$ cat src/rtl/mem_arb_pkg.sv
// Shared types and defaults for the round-robin memory arbiter.
// Optional feature: MEM_ARB_TIMEOUT_EN enables the ISSUE-state timeout.
package mem_arb_pkg;

  typedef enum logic [1:0] {
    IDLE,
    ISSUE,
    RESP
  } arb_state_e;

  localparam int NUM_REQ_DEF = 4;
  localparam int DEPTH_DEF   = 32;
  localparam int WIDTH_DEF   = 8;
`ifdef MEM_ARB_TIMEOUT_EN
  localparam int TIMEOUT_DEF = 15;
`endif

  // Index width that stays at least one bit for degenerate counts.
  function automatic int idx_w(input int n);
    return (n > 1) ? $clog2(n) : 1;
  endfunction

endpackage

$ cat src/rtl/mem_arb_rr_pick.sv
// Combinational round-robin picker: first set request at or above the
// pointer, wrapping from NUM_REQ-1 back to 0.
module mem_arb_rr_pick
  import mem_arb_pkg::*;
#(
  parameter  int NUM_REQ = NUM_REQ_DEF,
  localparam int IDX_W   = idx_w(NUM_REQ)
) (
  input  logic [NUM_REQ-1:0] req_valid_i,
  input  logic [IDX_W-1:0]   ptr_i,
  output logic               any_o,
  output logic [IDX_W-1:0]   grant_o
);

  int unsigned idx;

  // Scan NUM_REQ positions starting at the pointer; keep the first hit.
  always_comb begin
    any_o   = 1'b0;
    grant_o = '0;
    idx     = 0;
    for (int unsigned i = 0; i < NUM_REQ; i++) begin
      idx = 32'(ptr_i) + i;
      if (idx >= NUM_REQ) begin
        idx = idx - NUM_REQ;
      end
      if (!any_o && req_valid_i[idx]) begin
        any_o   = 1'b1;
        grant_o = IDX_W'(idx);
      end
    end
  end

endmodule

$ cat src/rtl/mem_arbiter.sv
// Round-robin arbiter sharing one single-port memory between NUM_REQ
// requesters. One transaction in flight: IDLE -> ISSUE -> RESP -> IDLE.
// Optional feature: MEM_ARB_TIMEOUT_EN bounds the ISSUE wait to TIMEOUT
// cycles and flags the abandoned request with req_err.
module mem_arbiter
  import mem_arb_pkg::*;
#(
  parameter  int NUM_REQ    = NUM_REQ_DEF,
  parameter  int DEPTH      = DEPTH_DEF,
  parameter  int WIDTH      = WIDTH_DEF,
`ifdef MEM_ARB_TIMEOUT_EN
  parameter  int TIMEOUT    = TIMEOUT_DEF,
`endif
  localparam int ADDR_WIDTH = $clog2(DEPTH),
  localparam int IDX_W      = idx_w(NUM_REQ)
) (
  input  logic                          clk,
  input  logic                          rst,
  input  logic [NUM_REQ-1:0]            req_valid,
  input  logic [NUM_REQ-1:0]            req_wr_rd,
  input  logic [NUM_REQ*ADDR_WIDTH-1:0] req_addr,
  input  logic [NUM_REQ*WIDTH-1:0]      req_wdata,
  output logic [NUM_REQ-1:0]            req_ready,
  output logic [WIDTH-1:0]              req_rdata,
  output logic                          req_err,
  output logic [IDX_W-1:0]              grant_id,
  output logic                          mem_valid,
  output logic                          mem_wr_rd,
  output logic [ADDR_WIDTH-1:0]         mem_addr,
  output logic [WIDTH-1:0]              mem_wdata,
  input  logic                          mem_ready,
  input  logic [WIDTH-1:0]              mem_rdata
);

  arb_state_e state_q, state_d;

  logic [IDX_W-1:0]      grant_q, grant_d;
  logic [IDX_W-1:0]      ptr_q, ptr_d;
  logic                  mem_valid_q, mem_valid_d;
  logic                  wr_rd_q, wr_rd_d;
  logic [ADDR_WIDTH-1:0] addr_q, addr_d;
  logic [WIDTH-1:0]      wdata_q, wdata_d;
  logic [WIDTH-1:0]      rdata_q, rdata_d;
  logic [NUM_REQ-1:0]    ready_q, ready_d;
  logic [NUM_REQ-1:0]    grant_oh;

  logic                  pick_any;
  logic [IDX_W-1:0]      pick_grant;
  logic [IDX_W-1:0]      pick_next;

`ifdef MEM_ARB_TIMEOUT_EN
  localparam int CNT_W = (idx_w(TIMEOUT + 1) < 4) ? 4 : idx_w(TIMEOUT + 1);

  logic [CNT_W-1:0] cnt_q, cnt_d;
  logic             err_q, err_d;
`endif

  mem_arb_rr_pick #(
    .NUM_REQ(NUM_REQ)
  ) u_pick (
    .req_valid_i(req_valid),
    .ptr_i      (ptr_q),
    .any_o      (pick_any),
    .grant_o    (pick_grant)
  );

  assign pick_next = (pick_grant == IDX_W'(NUM_REQ - 1)) ? '0 : pick_grant + 1'b1;
  assign grant_oh  = {{(NUM_REQ-1){1'b0}}, 1'b1} << grant_q;

  // Next-state and datapath updates for the single in-flight transaction.
  always_comb begin
    state_d     = state_q;
    grant_d     = grant_q;
    ptr_d       = ptr_q;
    mem_valid_d = mem_valid_q;
    wr_rd_d     = wr_rd_q;
    addr_d      = addr_q;
    wdata_d     = wdata_q;
    rdata_d     = rdata_q;
    ready_d     = '0;
`ifdef MEM_ARB_TIMEOUT_EN
    cnt_d       = cnt_q;
    err_d       = 1'b0;
`endif

    case (state_q)
      IDLE: begin
        mem_valid_d = 1'b0;
        if (pick_any) begin
          grant_d     = pick_grant;
          wr_rd_d     = req_wr_rd[pick_grant];
          addr_d      = req_addr[pick_grant*ADDR_WIDTH +: ADDR_WIDTH];
          wdata_d     = req_wdata[pick_grant*WIDTH +: WIDTH];
          mem_valid_d = 1'b1;
          ptr_d       = pick_next;
          state_d     = ISSUE;
`ifdef MEM_ARB_TIMEOUT_EN
          cnt_d       = '0;
`endif
        end
      end

      ISSUE: begin
        if (mem_ready) begin
          mem_valid_d = 1'b0;
          ready_d     = grant_oh;
          if (!wr_rd_q) begin
            rdata_d = mem_rdata;
          end
          state_d = RESP;
        end
`ifdef MEM_ARB_TIMEOUT_EN
        // cnt_q counts completed ISSUE cycles, so TIMEOUT-1 here means the
        // TIMEOUT-th cycle is ending without a memory response.
        else if (cnt_q == CNT_W'(TIMEOUT - 1)) begin
          mem_valid_d = 1'b0;
          ready_d     = grant_oh;
          err_d       = 1'b1;
          rdata_d     = '0;
          state_d     = RESP;
        end else begin
          cnt_d = cnt_q + 1'b1;
        end
`endif
      end

      RESP: begin
        state_d = IDLE;
      end

      default: begin
        state_d = IDLE;
      end
    endcase
  end

  // State and output registers with synchronous reset.
  always_ff @(posedge clk) begin
    if (rst) begin
      state_q     <= IDLE;
      grant_q     <= '0;
      ptr_q       <= '0;
      mem_valid_q <= 1'b0;
      wr_rd_q     <= 1'b0;
      addr_q      <= '0;
      wdata_q     <= '0;
      rdata_q     <= '0;
      ready_q     <= '0;
`ifdef MEM_ARB_TIMEOUT_EN
      cnt_q       <= '0;
      err_q       <= 1'b0;
`endif
    end else begin
      state_q     <= state_d;
      grant_q     <= grant_d;
      ptr_q       <= ptr_d;
      mem_valid_q <= mem_valid_d;
      wr_rd_q     <= wr_rd_d;
      addr_q      <= addr_d;
      wdata_q     <= wdata_d;
      rdata_q     <= rdata_d;
      ready_q     <= ready_d;
`ifdef MEM_ARB_TIMEOUT_EN
      cnt_q       <= cnt_d;
      err_q       <= err_d;
`endif
    end
  end

  assign req_ready = ready_q;
  assign req_rdata = rdata_q;
  assign grant_id  = grant_q;
  assign mem_valid = mem_valid_q;
  assign mem_wr_rd = wr_rd_q;
  assign mem_addr  = addr_q;
  assign mem_wdata = wdata_q;
`ifdef MEM_ARB_TIMEOUT_EN
  assign req_err   = err_q;
`else
  assign req_err   = 1'b0;
`endif

endmodule

$ cat config.mk
export PLATFORM = sky130hd
export DESIGN_NAME = mem_arbiter
export DESIGN_NICKNAME = d
export VERILOG_FILES = /design/src/rtl/mem_arb_pkg.sv /design/src/rtl/mem_arb_rr_pick.sv /design/src/rtl/mem_arbiter.sv
export SDC_FILE = /design/constraint.sdc
export NUM_CORES = 1
export LEC_CHECK = 0
export CAP_MARGIN = 20
export CORE_UTILIZATION = 37
export CTS_BUF_LIST = sky130_fd_sc_hd__clkbuf_4 sky130_fd_sc_hd__clkbuf_8 sky130_fd_sc_hd__clkbuf_16
export CTS_CLUSTER_DIAMETER = 50
export CTS_CLUSTER_SIZE = 20
export DETAILED_ROUTE_END_ITERATION = 16
export PLACE_DENSITY = 0.92
export SYNTH_ARGS = -nofsm -noshare
export SYNTH_HDL_FRONTEND = slang
export SYNTH_SLANG_ARGS = --single-unit
$ cat constraint.sdc
create_clock -name clk -period 2.05 [get_ports clk]
set_input_delay 0.205 -clock clk [delete_from_list [all_inputs] [get_ports clk]]
set_output_delay 0.205 -clock clk [all_outputs]
set_load 0.01 [all_outputs]
# After elaboration in Yosys (flattened, before gate mapping)
# Cells that the tools add are included.
# totals
reg_bits,33
input_bits,71
out_inout_bits,30
word_cells,79
# classes
addsub,8
mul,1
order_cmp,9
eq_ne,4
shifts,3
mux,29
n_bitwise,3
reduce_logical,13
# ops
operator,n
"less-than comparator 32 x 3 -> 1 bit, second input constant",4
2-to-1 mux 32 bit,4
"greater-or-equal comparator 32 x 3 -> 1 bit, second input constant",3
"subtractor 32 x 3 -> 32 bit, second input constant",3
indexed part select 32 x 6 -> 8 bit,1
indexed part select 20 x 6 -> 5 bit,1
2-to-1 mux 2 bit,7
2-to-1 mux 1 bit,11
binary-select mux 1 bit (select 2 bit),5
"adder 2 x 2 -> 3 bit, second input constant",2
AND reduction 2 bit,3
"multiplier 2 x 3 -> 5 bit, second input constant",1
"!= test 2 bit, second input constant",2
case mux 2 bit (2 select lines),1
"<< shifter 1 x 2 -> 4 bit, first input constant",1
"subtractor 2 x 3 -> 4 bit, second input constant",1
"adder 2 x 1 -> 3 bit, second input constant",1
"greater-or-equal comparator 2 x 3 -> 1 bit, second input constant",1
logical AND 1 bit,3
zero test 1 bit,3
"less-than comparator 2 x 3 -> 1 bit, second input constant",1
NOT 1 bit,3
AND reduction 3 bit,1
OR reduction 3 bit,1
other kinds (6),6

# Logic depth before layout (Yosys ltp)
# depth
depth_word,16
ltp_mapped,7
ltp_nobuf,5

# Hierarchy
# A second synthesis with hierarchy kept.
# unflattened
cells_unflattened,161
hier_area_um2,1580.3
# by_module_without_submodules
module,instances,cells_each,area_each_um2,seq_area_each_um2
mem_arbiter,1,146,1502.7,660.6
mem_arb_rr_pick,1,15,77.6,0.0

# Worst setup path after synthesis
# Ideal clock, no wire load.
# synth_timing
path_kind,register -> register
from,reg state_q[1]
to,"reg wdata_q[3], in the netlist mem_wdata[3]"
setup_ns,0.079
t_arrival_ns,1.677
t_required_ns,1.971
path_slack_ns,0.295
path_stages_with_launch,7
n_path_buf,3
synth_period_minus_slack_ns,1.755
cell_sequence,dfxtp_1 or3_1 buf_2 or4_4 buf_6 buf_6 o221ai_2
# synth_between
elab_chain_len,2
# synth_rtl
element,line,source
"start, declared",mem_arbiter.sv:35,"arb_state_e state_q, state_d;"
"start signal, assigned",mem_arbiter.sv:154,state_q <= state_d;
zero test 2 bit,mem_arbiter.sv:86,case (state_q)
AND reduction 2 bit (no line),n/a,
"end signal, assigned",mem_arbiter.sv:160,wdata_q <= wdata_d;
"end, declared",mem_arbiter.sv:42,"logic [WIDTH-1:0] wdata_q, wdata_d;"
# No other way between the ends.
# A chain may end at the register's enable or synchronous reset.

# Worst setup path after layout
# layout_timing
from,in req_valid[3]
to,"reg wdata_q[0], in the netlist mem_wdata[0]"
# layout_between
elab_chain_len,13
word_cells_on_any_way,24
classes_between,shift (1); mux (16); reduce/logical (7)
# layout_rtl
element,line,source
"start, declared",mem_arbiter.sv:19,"input logic [NUM_REQ-1:0] req_valid,"
binary-select mux 1 bit (select 2 bit),mem_arb_rr_pick.sv:27,if (!any_o && req_valid_i[idx]) begin
2-to-1 mux 1 bit (not written as such),mem_arb_rr_pick.sv:27,
2-to-1 mux 1 bit,mem_arb_rr_pick.sv:27,
zero test 1 bit,mem_arb_rr_pick.sv:27,
logical AND 1 bit,mem_arb_rr_pick.sv:27,
2-to-1 mux 1 bit,mem_arb_rr_pick.sv:27,
zero test 1 bit,mem_arb_rr_pick.sv:27,
logical AND 1 bit,mem_arb_rr_pick.sv:27,
2-to-1 mux 1 bit,mem_arb_rr_pick.sv:27,
zero test 1 bit,mem_arb_rr_pick.sv:27,
logical AND 1 bit,mem_arb_rr_pick.sv:27,
2-to-1 mux 2 bit / 2-to-1 mux 1 bit (equally long branches),mem_arb_rr_pick.sv:27,
indexed part select 32 x 6 -> 8 bit / AND reduction 2 bit (equally long branches),n/a,
# Parallel ways exist; a longest one is shown, timed or not. The select of a mux whose other input is x is not followed.

==> summary.md <==
| Metric | Value |
|---|---|
| HPWL Detailed | `between 3 and 4 mm` |
| Met1 GRT Util | `between 20% and 30%` |
| Worst path max stage delay | `0.63 ns` |
| Syn-to-layout area delta | `77.4%` |
| Initial antenna violation count | `0` |
| Commonest cells after routing, fill and taps aside | `clkdlybuf4s50_1, mux2i_1, dfxtp_1` |
| First-pass GRT wire length | `7.11 mm` |
| Final Hold Viols | `0` |
| Crit-path cells | `clkdlybuf4s50_1 > nor4_1 > or3_1 > or4_4 > o221ai_1` |
| Reg-to-reg endpoint | `mem_wdata[0]` |
| Fillers | `321` |
| Root buf cell | `clkbuf_8` |
| Skew final | `about 0.0037 ns` |
| Sink Count | `33` |
| Worst setup SP type | `input pin` |
| DIE AREA | `4620 sq um` |
| Die H | `67.9 um` |
| # DRC | `0` |
| Reg clk slew, reported paths | `0.07 ns` |
| Max Clk Rate | `around 550 MHz` |
| Pwr Density | `722 nW/um^2` |
| Slew headroom | `63.1%` |
| Instance count on the critical path | `5` |
| Layout Nets | `about 340` |
| Post-route clock period utilization | `roughly nine tenths` |
| Critical Setup Path Class | `in -> reg` |
| CTS tree | `yes` |
| Via count | `around 1,600` |
| Overall routing resource usage | `21.0%` |
| GR met3 Demand/Resource | `8.33%` |
| CP bufs+invs | `1` |
| Yosys warns | `0` |
| Maximum vdd drop | `0.496 mV` |
| CTS Buffer Depth | `2` |
| Mean post-synth cell area | `9.81 sq um` |
| Critical Path RT | `2.25 ns` |
| CP Launch Point | `req_valid[3]` |
| Crit Path Max Fanout | `14` |
| Number of vias per cell | `5.02` |
| Routability cong. | `slightly below 0.8` |
| Met2 Track Usage GR | `35.9%` |
| Total CTS buffers | `5` |
| Final Slew Violations | `0` |
| Cts hold-fix bufs | `0` |
| Pin count of the biggest net entering global routing | `27` |
| Synthesized cell area | `1610 sq um` |
| Boundary Pins | `around 100` |
| Hold Path Origin | `mem_wdata[4]` |
| Antenna Nets Post-Route | `0` |
| Post-CTS setup buffer count | `0` |
| Floorplan die width | `67.9 um` |
| Critical-path top delay cell | `or4_4` |
| Max Cap Viol | `0` |
| Seq cells post-synth | `33` |
| Gr busiest metal | `met2` |
| DR pass1 iterations | `4` |
| Finished Core Util | `69.9%` |
| Drt total wl | `roughly 4.5 mm` |
| Critical Path Sink Type | `flop` |
| Routed len/inst | `13.9 um` |
| Post-synthesis cell type count | `28` |
| GRT overflow | `0` |
| Min Tclk post-route | `1.81 ns` |
| R2R Setup Slk | `approximately 0.37 ns` |
| 1st-iter DRT viols | `45` |
| Cts repair resizes | `0` |
| Post-route cell area | `2860 sq um` |
| RSZ-0062 raised after global routing | `false` |
| Crit path arrival time | `between 2 and 2.5 ns` |
| Status | `completed` |
| Worst r2r src | `state_q[1]` |
| Setup crit end | `mem_wdata[0]` |
| ANT cells | `0` |
| Area of the core | `4090 sq um` |
| Clk Latency, worst-skew pair | `approximately 0.29 ns` |
| Share of cells above drive strength 1 | `12.5%` |
| Sequential fraction of the synthesis area | `41.1%` |
| CP top delay family | `simple AND/OR/NAND/NOR gates` |
| Placed cell areas | `2740 sq um` |
| Starting density of the core | `around two fifths` |
| Setup Viol. Count Final | `0` |
| Pleak | `0.00109 uW` |
| I/O Buffers | `slightly below 100` |
| Number of global-route vias before repair | `approximately 1,600` |
| Syn Inst Count | `164` |
| Hold WC Path Type | `reg -> reg` |
| Cell Rows | `23` |
| Most common cell after layout, fill and taps aside | `clkdlybuf4s50_1` |
| Slew @ Worst Pin | `0.549 ns` |
| Reg2Reg Depth | `3` |
| Mapped Nets | `235` |
| WHS | `~0.47 ns` |
| H-tree Lvls | `2` |
==> state kept, by name, indices dropped and copies added (netlist names) <==
register / flops
state_q: 2
req_ready: 4
mem_wr_rd: 1
grant_id: 2
mem_wdata: 8
mem_addr: 5
mem_valid: 1
ptr_q: 2
req_rdata: 8
==> worst reg2reg max path, stage by stage, from the launching register on <==
cell      delay [ns]
dfxtp_1         0.36
or3_1           0.40
or4_4           0.63
o221ai_1        0.20
==> power breakdown <==
part | internal [uW] | switching, uW | leakage [uW]
clock | 409 | 242 | 0.0000619
sequential | 710 | 49.4 | 0.000271
combinational | 392 | 259 | 0.000762
==> area by class of cell <==
cell class / count / area [sq um] / area share, %
clock buffer: 7 / 90.1 / 3.16
clock inverter: 1 / 30.0 / 1.05
inverter: 1 / 3.75 / 0.131
multi-input combinational: 119 / 902 / 31.6
sequential: 33 / 661 / 23.1
tap: 50 / 62.6 / 2.19
timing repair buffer: 111 / 1110 / 38.7
==> metal layers <==
metal,vias up,wire length (um)
met3,8,360
met4,0,63
met5,-,0
li1,804,-
met2,70,2270
met1,735,1770
==> stage by stage <==
| step | TNS, ns | total power (uW) | instances | worst slack [ns] |
|---|---|---|---|---|
| 2_1_floorplan | 0 | 1070 | 164 | 0.295 |
| 3_3_place_gp | 0 | 1410 | 314 | 0.00600 |
| 3_5_place_dp | -0.168 | 1420 | 314 | -0.0434 |
| 4_1_cts | 0 | 2070 | 322 | 0.253 |
| 5_1_grt | 0 | 2150 | 322 | 0.145 |
| 6_report | 0 | 2060 | 322 | 0.245 |
==> synth_stat cells (all sizes together) <==
library cell,n,area share (%)
o21ai,4,1.2
nor3b,1,0.47
and3,1,0.39
a311oi,1,0.54
nand2,23,5.4
o221ai,14,12
or3,2,0.78
nor4,1,0.39
or4,1,0.70
a2111oi,1,0.54
inv,1,0.23
buf,8,3.3
nor3,4,1.6
a21oi,6,1.9
mux2i,36,22
nor2,16,3.7
nor2b,5,1.9
a2bb2oi,1,0.54
dfxtp,33,41
a211o,1,0.54
conb,1,0.23
clkbuf,3,0.70
==> cells by family (layout without fill, tap and decap cells) <==
family          Yosys count  count (layout)  synth area share [%]
simple gates             54              54                  15.3
mux                      36              36                  22.4
flops                    33              33                  41.1
compound gates           28              28                  16.8
buf+inv                  12             120                  4.20
other cells               1               1                 0.233
==> worst min path at each step <==
stage	depth (start not counted)	slack, ns	end
finish	2	0.47	mem_wdata[4]
global placement	2	0.44	mem_wdata[0]
floorplan	1	0.32	state_q[0]
detailed placement	2	0.45	mem_wdata[4]
CTS	2	0.47	mem_wdata[7]
global route	2	0.49	mem_wdata[4]
Note: power is estimated with default switching activity, not from simulation.
